### src/rtl/weight_add_trans.sv
// Computes d = W^T * e for a 2x4 Q2.14 weight matrix using one shared 16x16 multiplier.
// Latency: start accepted at edge k -> result_valid high in the cycle after edge k+8.
// Backpressure: none; en is ignored while busy, result_valid is a one-cycle pulse.
module weight_add_trans #(
    parameter int FRAC = 14
) (
    input  logic        clk,
    input  logic        rst_n,
    input  logic        en,
    input  logic [15:0] w11,
    input  logic [15:0] w12,
    input  logic [15:0] w13,
    input  logic [15:0] w14,
    input  logic [15:0] w21,
    input  logic [15:0] w22,
    input  logic [15:0] w23,
    input  logic [15:0] w24,
    input  logic [15:0] e1,
    input  logic [15:0] e2,
    output logic        busy,
    output logic        result_valid,
    output logic [15:0] out1,
    output logic [15:0] out2,
    output logic [15:0] out3,
    output logic [15:0] out4
);

    typedef enum logic {
        IDLE,
        CALC
    } state_t;

    state_t             state_q;
    state_t             state_d;
    logic [2:0]         step_q;
    logic signed [18:0] acc_q;
    logic        [15:0] out_q [4];
    logic               valid_q;

    // Weights stored in step order: slot s holds w1j for even s, w2j for odd s.
    logic signed [15:0] w_q [8];
    logic signed [15:0] e1_q;
    logic signed [15:0] e2_q;

    logic               start;
    logic signed [15:0] mul_a;
    logic signed [15:0] mul_b;
    logic signed [31:0] prod;
    logic signed [18:0] prod_ext;
    logic signed [18:0] sum;
    logic        [15:0] sat_val;

    always_comb begin
        state_d = state_q;
        start   = 1'b0;
        case (state_q)
            IDLE: begin
                if (en) begin
                    start   = 1'b1;
                    state_d = CALC;
                end
            end
            CALC: begin
                if (step_q == 3'd7) begin
                    state_d = IDLE;
                end
            end
            default: state_d = IDLE;
        endcase
    end

    // Single shared multiplier; the shift floors because prod is signed.
    always_comb begin
        mul_a    = w_q[step_q];
        mul_b    = step_q[0] ? e2_q : e1_q;
        prod     = 32'(mul_a) * 32'(mul_b);
        prod_ext = 19'(prod >>> FRAC);
        sum      = acc_q + prod_ext;
        if (sum > 19'sd32767) begin
            sat_val = 16'h7FFF;
        end else if (sum < -19'sd32768) begin
            sat_val = 16'h8000;
        end else begin
            sat_val = sum[15:0];
        end
    end

    always_ff @(posedge clk) begin
        if (!rst_n) begin
            state_q <= IDLE;
            step_q  <= 3'd0;
            acc_q   <= '0;
            valid_q <= 1'b0;
            e1_q    <= '0;
            e2_q    <= '0;
            for (int i = 0; i < 8; i++) begin
                w_q[i] <= '0;
            end
            for (int i = 0; i < 4; i++) begin
                out_q[i] <= '0;
            end
        end else begin
            state_q <= state_d;
            valid_q <= 1'b0;
            if (start) begin
                w_q[0] <= w11;
                w_q[1] <= w21;
                w_q[2] <= w12;
                w_q[3] <= w22;
                w_q[4] <= w13;
                w_q[5] <= w23;
                w_q[6] <= w14;
                w_q[7] <= w24;
                e1_q   <= e1;
                e2_q   <= e2;
                step_q <= 3'd0;
                acc_q  <= '0;
            end else if (state_q == CALC) begin
                step_q <= step_q + 3'd1;
                if (step_q[0]) begin
                    out_q[step_q[2:1]] <= sat_val;
                    acc_q              <= '0;
                    if (step_q == 3'd7) begin
                        valid_q <= 1'b1;
                    end
                end else begin
                    acc_q <= sum;
                end
            end
        end
    end

    assign busy         = (state_q == CALC);
    assign result_valid = valid_q;
    assign out1         = out_q[0];
    assign out2         = out_q[1];
    assign out3         = out_q[2];
    assign out4         = out_q[3];

endmodule

### config.mk
export PLATFORM = sky130hd
export DESIGN_NAME = weight_add_trans
export DESIGN_NICKNAME = d
export VERILOG_FILES = /design/src/rtl/weight_add_trans.sv
export SDC_FILE = /design/constraint.sdc
export NUM_CORES = 1
export LEC_CHECK = 0
export CORE_MARGIN = 2
export CORE_UTILIZATION = 45
export DETAILED_ROUTE_END_ITERATION = 8
export PLACE_DENSITY = 0.77
export SKIP_LAST_GASP = 1
export SLEW_MARGIN = 20
export SYNTH_ARGS = -nofsm -noshare
export SYNTH_HDL_FRONTEND = slang
export SYNTH_SLANG_ARGS = --single-unit
export TNS_END_PERCENT = 100
### constraint.sdc
create_clock -name clk -period 13.8 [get_ports clk]
set_clock_uncertainty 0.2 [all_clocks]
set_input_delay 1.38 -clock clk [delete_from_list [all_inputs] [get_ports clk]]
set_output_delay 1.38 -clock clk [all_outputs]
set_load 0.03 [all_outputs]
# Word level (Yosys, flattened, before mapping)
# Memories as Yosys holds them, arrays and structs flattened. A register that Yosys moved wholly into a read port is not among the register bits.
# Index checks and enable logic that the tools add are counted.
[classes] add_sub_neg=2 n_mul=1 n_lt_le_gt_ge=2 n_eq_ne=1 muxes=31 n_bitwise=11 n_reduce_logical=3
[op_table] operator="16-bit two-way mux" n=12
[op_table] operator="16-bit by 16-bit multiplier with 32-bit output" n=1
[op_table] operator="19-bit by 18-bit adder with 19-bit output" n=1
[op_table] operator="19-bit by 16-bit > comparator with 1-bit output, second input constant" n=1
[op_table] operator="19-bit by 16-bit < comparator with 1-bit output, second input constant" n=1
[op_table] operator="19-bit two-way mux" n=1
[op_table] operator="16-bit OR reduction" n=1
[op_table] operator="1-bit two-way mux" n=14
[op_table] operator="1-bit OR" n=8
[op_table] operator="3-bit two-way mux" n=2
[op_table] operator="4-bit OR reduction" n=1
[op_table] operator="3-bit by 1-bit adder with 3-bit output, second input constant" n=1
[op_table] operator="3-bit equality test, second input constant" n=1
[op_table] operator="1-bit inverter" n=3
[op_table] operator="2-bit two-way mux" n=1
[op_table] operator="1-bit one-hot mux with 2 select lines" n=1
[op_table] operator="2-bit OR reduction" n=1
[word_totals] regBits=56 ramBits=192 input_bits=163 out_inout_bits=66 mem_count=2
[mem_list] memory="w_q" words=8 word_bits=16 read_ports=1 rd_ports_with_merged_regs=1 wr=8 line="41" text="logic signed [15:0] w_q [8];"
[mem_list] memory="out_q" words=4 word_bits=16 read_ports=4 rd_ports_with_merged_regs=0 wr=4 line="37" text="logic [15:0] out_q [4];"

# Logic depth before layout (Yosys ltp)
[logic_depth] ltp_word=7 mapped_depth=40 depth_no_buf=36

# Worst setup path before layout
# Ideal clock, no wire load.
[synth_path] kind="register to register" from="register with a tool-made name" to="memory out_q[3][11] (data pin)" setup_time_ns=0.268 arrival_time_ns=9.732 required_time_ns=13.332 setup_slack_ns=3.600 stages_incl_launch_ff=34 path_buffers=4 period_less_slack_ns=10.200 path_cell_list="dfxtp_1 buf_4 buf_1 buf_1 mux4_2 mux2i_1 nor2_1 fa_1 fa_1 ha_1 fa_1 inv_1 fa_1 fa_1 inv_1 ha_1 and3_1 a2111oi_0 o31a_1 nor2_1 nor2_1 xnor2_1 ha_1 a21o_1 a21oi_1 o21bai_1 a2111oi_0 o211ai_1 a41oi_1 xnor2_1 and3_1 o21ai_1 clkbuf_1 o21ai_0"
[synth_rtl] item="to (decl)" line="37"

==> metrics <==
PostCTS Resize Cnt 0; Hold Crit Depth 1; yosys warns 0; Switch Pwr 1192 uW; Post-Route WL 51130 um; startpoint types flop; PnR worst setup slack 2.440 ns; CTS max path bufs 3; post-DP HPWL 40250 um; CP required 13.83 ns; total CTS buffers 27; DRC Markers 0; DR iter-0 viols 890; total grt overflow 0; Die ar. 47310 um^2; Slew @ Worst Pin 1.093 ns; CTS Hold Bufs 0; final core utilization 53.89%; initial antenna violation count 0; period utilisation layout 82.32%; CP bufs+invs 6; Final ANT Viol Nets 0; max-slew violations 0; ant diodes 0; Max Freq 88.03 MHz; vias per cell 5.341; #FFs+latches synth 251; share of the synthesized area in the top cell type 28.11%; Tmin final 11.36 ns; routed len/inst 18.89 um; RSZ-0062 raised after global routing no; floorplan row count 78; Critical Path Slowest Stage Cell o21ai_1; share of cells above drive strength 1 6.882%; sequential element share of the synthesized area 33.86%; vias 14460; core box area 45190 um^2; Hold Path Class reg -> reg; die span in y 217.5 um; syn avg cell area 10.95 um^2; flop2flop setup slack 2.44 ns; Hold Violations, Final 0; crit-path leading delay family adder cells; path type of the worst setup path reg -> reg; dpl ws 2.544 ns; Mapped Area 20510 um^2; Yosys cell types 59; min-delay src e2_q[15]; crit-path most repeated cell fa_1; setup TNS 0 ns; io pins 229; EDFF count, synth 192; global-route wire length before repair 81080 um; IO Port Bufs 228; switching share of power 39.65%; CTS tree yes; Reg2Reg Depth 33; WHS Endpoint e2_q[15]; Worst-path clk slew 0.06 ns; hold_ws 0.2798 ns; Main synth FF type edfxtp_1; Post-Synthesis Net Count 2400; DR pass1 iterations 6; status complete, no violations; top cell type by total area after synthesis edfxtp_1; total power draw 3006 uW; Fillers 3782; leading cell type in the layout, fill and taps excluded inv_1; Max H-tree Level 1; Die W 217.5 um; Reg power frac 30.2%; CTS root buffer clkbuf_16; WP data arrival 11.39 ns; max-cap violations 0; Cell Pwr Density 123.5 nW/um^2; Rel. slew slack 26.63%; peak supply drop 0.00009122 V; Syn-to-layout area delta 18.71%; clock power share 23.3%; clk sinks 251; largest net degree at the start of global routing 102; top cells by area, synth edfxtp_1, fa_1, ha_1, dfxtp_1, inv_1; CP max FO 16; postcts setup bufs 0; Initial Util 45.40%; Worst path max stage delay 0.90 ns; Syn Inst Count 1873; # nets final 2617; clk_lat worst skew 0.56 ns; Logic pwr share 46.6%; vias in the first global route 15410; Crit. End Element flop; count of final setup violators 0; RD Place Congestion 0.9496; Leak 0.01061 uW; Async SR Flop Fraction 0%; most frequent cells in the layout inv_1, fa_1, clkdlybuf4s50_1, edfxtp_1, nor2_1; cell-internal power 1814 uW; Tot GR Track Use 22.01%; RR Endpoint out_q[3][12]
## Yosys cell counts, drive strengths merged, types with 6 or more instances
master / instances
inv: 304
fa: 262
edfxtp: 192
nor2: 189
and2: 134
nand2: 131
ha: 102
o21ai: 71
dfxtp: 59
a21oi: 58
clkbuf: 57
mux2i: 36
a22o: 32
mux4: 31
xnor2: 31
mux2: 23
nand2b: 17
nand3: 15
xor2: 15
a21o: 13
buf: 12
nor3: 9
and3: 8
or2: 8
nand4: 7
o21bai: 6
## power groups by stage
stage	Combinational, uW	Clock (uW)	Sequential (uW)
6_report	1400	700	907
5_1_grt	1550	742	912
4_1_cts	1400	715	907
3_5_place_dp	1380	0	923
3_3_place_gp	1350	0	920
2_1_floorplan	979	0	936
## layer usage
layer  track usage (%)  wire [um]  up-vias
li1                  -          -     6529
met1             28.61      20350     7217
met2             36.46      24940      603
met3             4.937       4104      108
met4             7.466       1725        0
met5                 0          0        -
## per-stage QoR
stage	area, um^2	instances
2_1_floorplan	20510	1873
3_3_place_gp	23510	2661
3_5_place_dp	23510	2661
4_1_cts	24340	2707
5_1_grt	24350	2707
6_report	24350	2707
## flip-flops by register name, indices dropped and copies added (netlist names), named ones only
| register | cells |
|---|---|
| w_q | 128 |
| e2_q | 16 |
| busy | 1 |
| step_q | 3 |
| result_valid | 1 |
| acc_q | 19 |
| e1_q | 16 |
| out_q | 64 |
## cell families (layout without fill, tap and decap cells)
family / Yosys count / after routing / share of synthesized area, %
XOR/XNOR: 46 / 46 / 2.001
adder cells (fa/ha/maj): 364 / 364 / 31.79
buffers and inverters: 373 / 607 / 6.892
AND/OR/NAND/NOR: 532 / 532 / 12.34
AO/OA/AOI/OAI: 217 / 217 / 6.691
multiplexers: 90 / 90 / 6.423
flip-flops: 251 / 251 / 33.86
## layout make-up
class                      count  area [um^2]  area share, %
timing repair buffer         257         2500          10.27
clock buffer                  29        683.2          2.805
sequential                   251         6949          28.54
multi-input combinational   1249        12170          49.99
tap                          600        750.7          3.083
clock inverter                17        151.4         0.6217
inverter                     304         1144          4.696
## worst register-to-register path: cells and delay by family, from the launching register on
kind	cells	cell delay [ns]
AOI/OAI and AO/OA	11	3.52
xor gates and xnor gates	2	0.47
adders and majority gates	8	3.67
buffers and inverters	6	0.92
DFF	1	0.48
muxes	2	1.32
and+or+nand+nor	4	0.49
## how the worst max path moves through the flow
| stage | cells after the start | slack [ns] | end |
|---|---|---|---|
| after floorplan | 33 | 3.60 | out_q[3][11] |
| after global placement | 32 | 2.90 | out_q[3][4] |
| after detailed placement | 33 | 2.54 | out_q[2][11] |
| after CTS | 33 | 2.50 | out_q[3][12] |
| after global routing | 34 | 1.67 | out_q[3][12] |
| final | 33 | 2.44 | out_q[3][12] |
(Power assumes the default switching activity.)
